$ cat config.mk
export PLATFORM = sky130hd
export DESIGN_NAME = y_strobe_serializer
export DESIGN_NICKNAME = d
export VERILOG_FILES = /design/src/rtl/y_strobe_serializer.sv
export SDC_FILE = /design/constraint.sdc
export NUM_CORES = 2
export LEC_CHECK = 0
export BUFFER_PORTS_ARGS = -buffer_cell sky130_fd_sc_hd__buf_2
export CORE_AREA = 2 2 326 328
export CTS_CLUSTER_DIAMETER = 150
export CTS_CLUSTER_SIZE = 28
export DETAILED_ROUTE_END_ITERATION = 8
export DIE_AREA = 0 0 328 330
export PLACE_DENSITY_LB_ADDON = 0.25
export SLEW_MARGIN = 20
export SYNTH_ARGS = -nofsm -noshare
export SYNTH_HDL_FRONTEND = slang
export SYNTH_SLANG_ARGS = --single-unit
$ cat constraint.sdc
create_clock -name clk -period 51.1 [get_ports clk]
set_clock_uncertainty 0.15 [all_clocks]
set_input_delay 2.555 -clock clk [delete_from_list [all_inputs] [get_ports clk]]
set_output_delay 2.555 -clock clk [all_outputs]
set_load 0.01 [all_outputs]
$ cat src/rtl/y_strobe_serializer.sv
// y_strobe_serializer: logs each sampled WIDTH-bit vector as ASCII '0'/'1' characters, MSB first, then a newline
// Ports:
//   clk, rst      rising-edge clock, synchronous active-high reset
//   sample_valid  capture y_in this cycle
//   y_in          vector to log
//   out_data      registered ASCII character
//   out_valid     registered, out_data is valid
//   out_ready     sink accepts the byte
//   busy          FIFO non-empty or a line in progress
//   line_count    completed lines, wraps
//   drop_count    samples lost to a full FIFO, saturates
module y_strobe_serializer #(
  parameter int WIDTH = 501,
  parameter int DEPTH = 2,
  parameter int DROPW = 8
) (
  input  logic             clk,
  input  logic             rst,
  input  logic             sample_valid,
  input  logic [WIDTH-1:0] y_in,
  output logic [7:0]       out_data,
  output logic             out_valid,
  input  logic             out_ready,
  output logic             busy,
  output logic [15:0]      line_count,
  output logic [DROPW-1:0] drop_count
);
  localparam int AW = $clog2(DEPTH);
  localparam int IW = $clog2(WIDTH);
  typedef enum logic [1:0] {IDLE, EMIT_BITS, EMIT_NL} state_t;
  state_t state, state_n;
  logic [WIDTH-1:0] mem [DEPTH];
  logic [AW-1:0] wp, rp;
  logic [AW:0] cnt;
  logic [WIDTH-1:0] sr, sr_n;
  logic [IW-1:0] idx, idx_n;
  logic [7:0] data_n;
  logic empty, full, hs, pop, push, drop;
  assign empty = cnt == '0;
  assign full = cnt == (AW+1)'(DEPTH);
  assign hs = out_valid && out_ready;
  // the head is taken either from IDLE or right at the newline handshake, so lines run back to back
  assign pop = !empty && (state == IDLE || (state == EMIT_NL && hs));
  assign push = sample_valid && (!full || pop);
  assign drop = sample_valid && full && !pop;
  assign busy = !empty || state != IDLE;
  always_ff @(posedge clk) begin
    if (push && !rst) mem[wp] <= y_in;
    if (rst) begin
      wp <= '0;
      rp <= '0;
      cnt <= '0;
      drop_count <= '0;
    end else begin
      if (push) wp <= wp + 1'b1;
      if (pop) rp <= rp + 1'b1;
      cnt <= cnt + (AW+1)'(push) - (AW+1)'(pop);
      if (drop && drop_count != '1) drop_count <= drop_count + 1'b1;
    end
  end
  always_ff @(posedge clk) begin
    if (rst) begin
      state <= IDLE;
      sr <= '0;
      idx <= '0;
      out_valid <= 1'b0;
      out_data <= 8'h00;
      line_count <= '0;
    end else begin
      state <= state_n;
      sr <= sr_n;
      idx <= idx_n;
      out_valid <= state_n != IDLE;
      out_data <= data_n;
      if (state == EMIT_NL && hs) line_count <= line_count + 1'b1;
    end
  end
  always_comb begin
    state_n = pop ? EMIT_BITS
            : (state == EMIT_BITS && hs && idx == '0) ? EMIT_NL
            : (state == EMIT_NL && hs) ? IDLE : state;
    sr_n = pop ? mem[rp] : sr;
    idx_n = pop ? IW'(WIDTH-1) : (state == EMIT_BITS && hs && idx != '0) ? idx - 1'b1 : idx;
  end
  // next character is derived from next state so the registered byte is stable during a stall
  always_comb begin
    data_n = state_n == EMIT_NL ? 8'h0A : state_n == EMIT_BITS ? {7'b0011000, sr_n[idx_n]} : 8'h00;
  end
endmodule

Word level (Yosys, flattened, before mapping)
Memories as Yosys holds them, arrays and structs flattened. A register that Yosys moved wholly into a read port is not among the register bits.
Cells that the tools add are included.
W data, S select, Z words.
{"block": "totals", "in_bits": 505, "out_inout_bits": 34, "regBits": 547, "ram_bits": 1002, "n_memories": 1, "word_cells": 68}
{"name": "mem", "depth": 2, "word_bits": 501, "rd": 1, "rd_ports_with_merged_regs": 1, "write_ports": 1, "line_no": "32", "text": "logic [WIDTH-1:0] mem [DEPTH];"}
{"block": "classes", "add_sub_neg": 7, "bitwise": 1, "magnitude_cmp": 1, "n_eq_ne": 6, "mux": 14, "n_reduce_logical": 26}
{"op": "$mux W501", "count": 1}
{"op": "$mux W9", "count": 2}
{"op": "$add A16 B1 Y16 const B", "count": 1}
{"op": "$logic_and A1 B1 Y1", "count": 11}
{"op": "$lt A9 B10 Y1 const B", "count": 1}
{"op": "$bmux W1 S9", "count": 1}
{"op": "$logic_not A9 Y1", "count": 1}
{"op": "$reduce_bool A9 Y1", "count": 1}
{"op": "$sub A9 B1 Y9 const B", "count": 1}
{"op": "$add A8 B1 Y8 const B", "count": 1}
{"op": "$ne A8 B8 Y1 const B", "count": 1}
{"op": "$eq A2 B2 Y1 const B", "count": 3}
{"op": "$mux W2", "count": 3}
{"op": "$mux W6", "count": 1}
{"op": "$mux W1", "count": 5}
{"op": "$eq A2 B1 Y1 const B", "count": 2}
{"op": "$logic_not A1 Y1", "count": 4}
{"op": "$logic_not A2 Y1", "count": 2}
{"op": "$mux W4", "count": 1}
{"op": "$reduce_bool A2 Y1", "count": 2}
{"op": "$logic_or A1 B1 Y1", "count": 3}
{"op": "$reduce_or A3 Y1", "count": 1}
{"op": "$add A1 B1 Y1 const B", "count": 2}
{"op": "$add A2 B1 Y2", "count": 1}
{"op": "3 further kinds", "count": 3}

Longest topological paths before layout
{"block": "logic_depth", "depth_word": 9, "ltp_mapped": 18, "depth_no_buf": 12}

Least setup slack after synthesis
Ideal clock, no wire load.
{"block": "synth_path", "path_type": "input -> register", "start": "input port out_ready", "end": "memory mem[1][0], enable pin", "stages": 8, "path_slack_ps": 9156, "t_required_ps": 48868, "n_path_buf": 3, "arrival_time_ps": 39711, "setup_ps": 2082, "cell_sequence": "a21boi_1 -> clkbuf_1 -> clkbuf_1 -> buf_1 -> nor2_1 -> nor3b_1 -> nand2b_1 -> nor3b_1"}
{"block": "synth_via", "elab_chain_len": 9}
{"element": "from (decl)", "line_no": "23", "text": "input logic out_ready,"}
{"element": "$logic_and A1 B1 Y1", "line_no": "41", "text": "assign hs = out_valid && out_ready;"}
{"element": "$logic_and A1 B1 Y1", "line_no": "43", "text": "assign pop = !empty && (state == IDLE || (state == EMIT_NL && hs));"}
{"element": "$logic_or A1 B1 Y1", "line_no": "43"}
{"element": "$logic_and A1 B1 Y1", "line_no": "43"}
{"element": "$logic_or A1 B1 Y1", "line_no": "44", "text": "assign push = sample_valid && (!full || pop);"}
{"element": "$logic_and A1 B1 Y1", "line_no": "44"}
{"element": "$logic_and A1 B1 Y1", "line_no": "48", "text": "if (push && !rst) mem[wp] <= y_in;"}
{"element": "$mux W1", "line_no": "48"}
{"element": "$mux W1 (implied by the code)", "line_no": "48"}
{"element": "to (decl)", "line_no": "32"}
Every way passes these cells.

Worst setup path in the final report
{"block": "layout_path", "start": "input port out_ready", "end": "register out_data[0]"}
{"block": "layout_via", "elab_chain_len": 8, "elab_cells_between_ends": 19, "classes_between": "eq/ne (2); mux (8); bitwise (1); reduce/logical (8)"}
{"element": "$logic_and A1 B1 Y1 (*)", "line_no": "41"}
{"element": "branches (longest 7 deep; another with $mux W9)"}
{"element": "to (signal assigned)", "line_no": "74", "text": "out_data <= data_n;"}
{"element": "to (decl)", "line_no": "21", "text": "output logic [7:0] out_data,"}
Mark *: on every way between the ends. The select of a mux whose other input is x is not followed.
A chain may end at the register's enable or synchronous reset.

==> reports/qor.yml <==
worst_setup_path:
  crit_required_ns: 51.56
  critPathMaxFanout: 161
  critPathBufInv: 5
  cp_slowest_cell: "buf_4"
  worst-setup-path-type: "primary input to flip-flop"
  crit_path_end_kind: "flip-flop"
  worstSetupStartpointType: "primary input"
  slowest_delay_ns: 0.62
  crit_path_frequent_cell: "buf_4"
  crit_family: "buffers and inverters"
  crit_arrival_ns: 7.75
  crit_chain: "buf_2 -> a21bo_2 -> nand2_4 -> buf_4 -> buf_12 -> o211ai_4 -> buf_4 -> nor2_4 -> buf_4 -> o211ai_1 -> a41oi_1 -> o2111ai_1 -> a2111oi_0 -> or4_1 -> o22ai_1"
synth:
  ys_seq_elements: 1547
  yosys.area.top_type_share: 0.509
  yosysUniqueCellTypes: 82
  synth.area.top_cells: "edfxtp_1 51%, dfxtp_1 18%, mux2i_1 8.9%, nor2_1 4.6%, a211oi_1 3.7%"
  synth-main-ff-cell: "edfxtp_1"
  yosys_warnings: 0
  avgSynthCellArea_um2: 13.1
  ys_seq_area_frac: 0.694
  synth_edf_count: 1002
  synth_cells: 4499
  async_flop_share: 0
  synth_area_um2: 59100
  yosysTopAreaCell: "edfxtp_1"
final_layout:
  drive_gt1_frac: 0.145
  final_cell_mix: "1,002 x edfxtp_1, 714 x nor2_1, 544 x dfxtp_1, 534 x buf_2, 525 x mux2i_1"
  multi_input_area_um2: 16800
  filler_cell_count: 8065
  regArea_um2: 41000
  final_core_util: 0.617
  synthToLayoutAreaGrowth_pct: 9.29
  final_common_cell: "edfxtp_1"
  layout.nets: 5339
timing:
  maxSlewHeadroom: 0.170
  holdWs_ns: 0.328
  period_needed_ns: 7.29
  setup_viol: 0
  rsz0062_at_grt: "no"
  finalHoldViolations: 0
  tns_ns: 0
  fmax_mhz: 137
  layout_worst_path_cycle_share: 0.143
  tightest_slew_ns: 1.24
  slew_violations: 0
drt:
  first_pass_iters: 5
  drtIter0Drc: 5216
  vias: 38179
  ant_nets: 0
  remaining_drc_errors: 0
  wl_per_cell_um: 26.2
  vias_per_cell: 6.07
  wirelength_um: 165000
cts:
  numCtsBuffers: 61
  htree_levels: 2
  hold_buffers: 0
  postCtsSetupRepairBufs: 0
  clk_latency_ns: 0.75
  cts_resized: 0
  clkSinkCount: 1547
  clockBufferDepth: 3
  clockRootBuffer: "clkbuf_16"
  clkSlewWorstSetupHoldPaths_ns: 0.11
  cts_tree: "built"
pwr:
  power_density_nw_per_um2: 53.7
  p_leak_nw: 21.9
  p_int_mw: 2.18
  peakVddDrop_mv: 0.0453
  combPwrFrac: 0.332
  seq_power_share: 0.493
  finalPower_mw: 3.47
  clock_power_share: 0.175
  p_sw_mw: 1.29
  switching_share: 0.371
place:
  numPortBuffers: 535
  dp_hpwl_um: 115000
  routabilityCongestion: 0.962
global_route:
  grt_use_total: 0.297
  first_global_vias: 35241
  grt.overflow.total: 0
  grt_pass1_wl_um: 235000
  antenna_found_initial: 41
  grt_start_max_net_pins: 168
min_path:
  hp-class: "flip-flop to flip-flop"
die:
  die_w_um: 328
  io_pins: 539
  dieHeight_um: 330
  die_area_um2: 108000
  core_area_um2: 105000
  rows: 119
  initial_core_util: 0.565
status:
  status: "complete, no violations"
flow_run:
  cap_violations: 0
cell usage after synthesis (10+ instances only):
cell / n
buf_2: 82
o21ai_0: 124
nand3_1: 29
buf_4: 18
nand2_1: 250
mux2i_1: 526
a21oi_1: 229
nor2_1: 717
xor2_1: 20
a31oi_1: 11
a211oi_1: 290
nor3_1: 35
nand4_1: 20
o2111ai_1: 13
xnor2_1: 11
o211ai_1: 152
a2111oi_0: 10
dfxtp_1: 545
clkbuf_1: 187
nor2b_1: 34
edfxtp_1: 1002
buf_1: 28
per-stage QoR:
step           setup WS [ns]  area [um^2]  std cells
2_1_floorplan           9.16        59100       4501
3_3_place_gp           43.30        62700       6155
3_5_place_dp           43.22        62700       6155
4_1_cts                44.02        64500       6271
5_1_grt                43.72        64600       6283
6_report               43.81        64600       6292
power by group through the flow:
stage	logic [mW]	registers (mW)	clock network (mW)
2_1_floorplan	0.786	1.73	0
3_3_place_gp	1.11	1.73	0
3_5_place_dp	1.13	1.73	0
4_1_cts	1.13	1.70	0.616
5_1_grt	1.23	1.73	0.656
6_report	1.15	1.71	0.607
kinds of logic (layout without fill, tap and decap cells):
| logic type | after synthesis | in the layout | share of synthesized area |
|---|---|---|---|
| muxes | 543 | 543 | 0.0938 |
| adders and majority gates | 6 | 6 | 0.00127 |
| DFF | 1547 | 1547 | 0.694 |
| xor gates and xnor gates | 33 | 33 | 0.00533 |
| buffers and inverters | 331 | 711 | 0.0250 |
| and+or+nand+nor | 1135 | 1135 | 0.0792 |
| other | 1 | 23 | 0.0000634 |
| AOI/OAI and AO/OA | 903 | 903 | 0.102 |
registers in the layout, summed over array words and instances, names as in the netlist, named ones only:
signal      cells
sr            501
line_count     16
state           2
wp              1
out_data        3
rp              1
drop_count      8
out_valid       1
idx             9
mem          1002
cnt             2
final timing paths:
check	end	slack [ns]	cells after the start	from
worst max register to register	out_data[0]$_SDFF_PP0_	44.72	13	flip-flop
worst max-delay path	out_data[0]$_SDFF_PP0_	43.81	15	out_ready
worst min register to register	sr[287]$_SDFF_PP0_	0.33	2	sr[287]$_SDFF_PP0_
worst min-delay path	sr[287]$_SDFF_PP0_	0.33	2	sr[287]$_SDFF_PP0_
area by class of cell:
type                       instances  share of cell area
inverter                           7            0.000523
antenna                           20            0.000775
tap                             1391              0.0269
multi-input combinational       2623               0.260
sequential                      1547               0.635
timing repair buffer             588              0.0488
clock inverter                     2            0.000600
clock buffer                     114              0.0274
metal layers:
layer	GRT usage	up-vias	wire length (um)	share of wire
met3	0.0527	287	16300	0.099
met5	0	-	137	0.00083
li1	-	17323	-	-
met4	0.106	20	6080	0.037
met1	0.434	18759	68700	0.42
met2	0.450	1790	73600	0.45
worst register-to-register path, delay by kind of cell, from the launching register on:
kind            cells  cell delay (ns)
simple gates        2             0.45
buf+inv             4             2.98
compound gates      6             1.64
mux                 1             0.36
flops               1             0.68
Note: power is estimated with default switching activity, not from simulation.
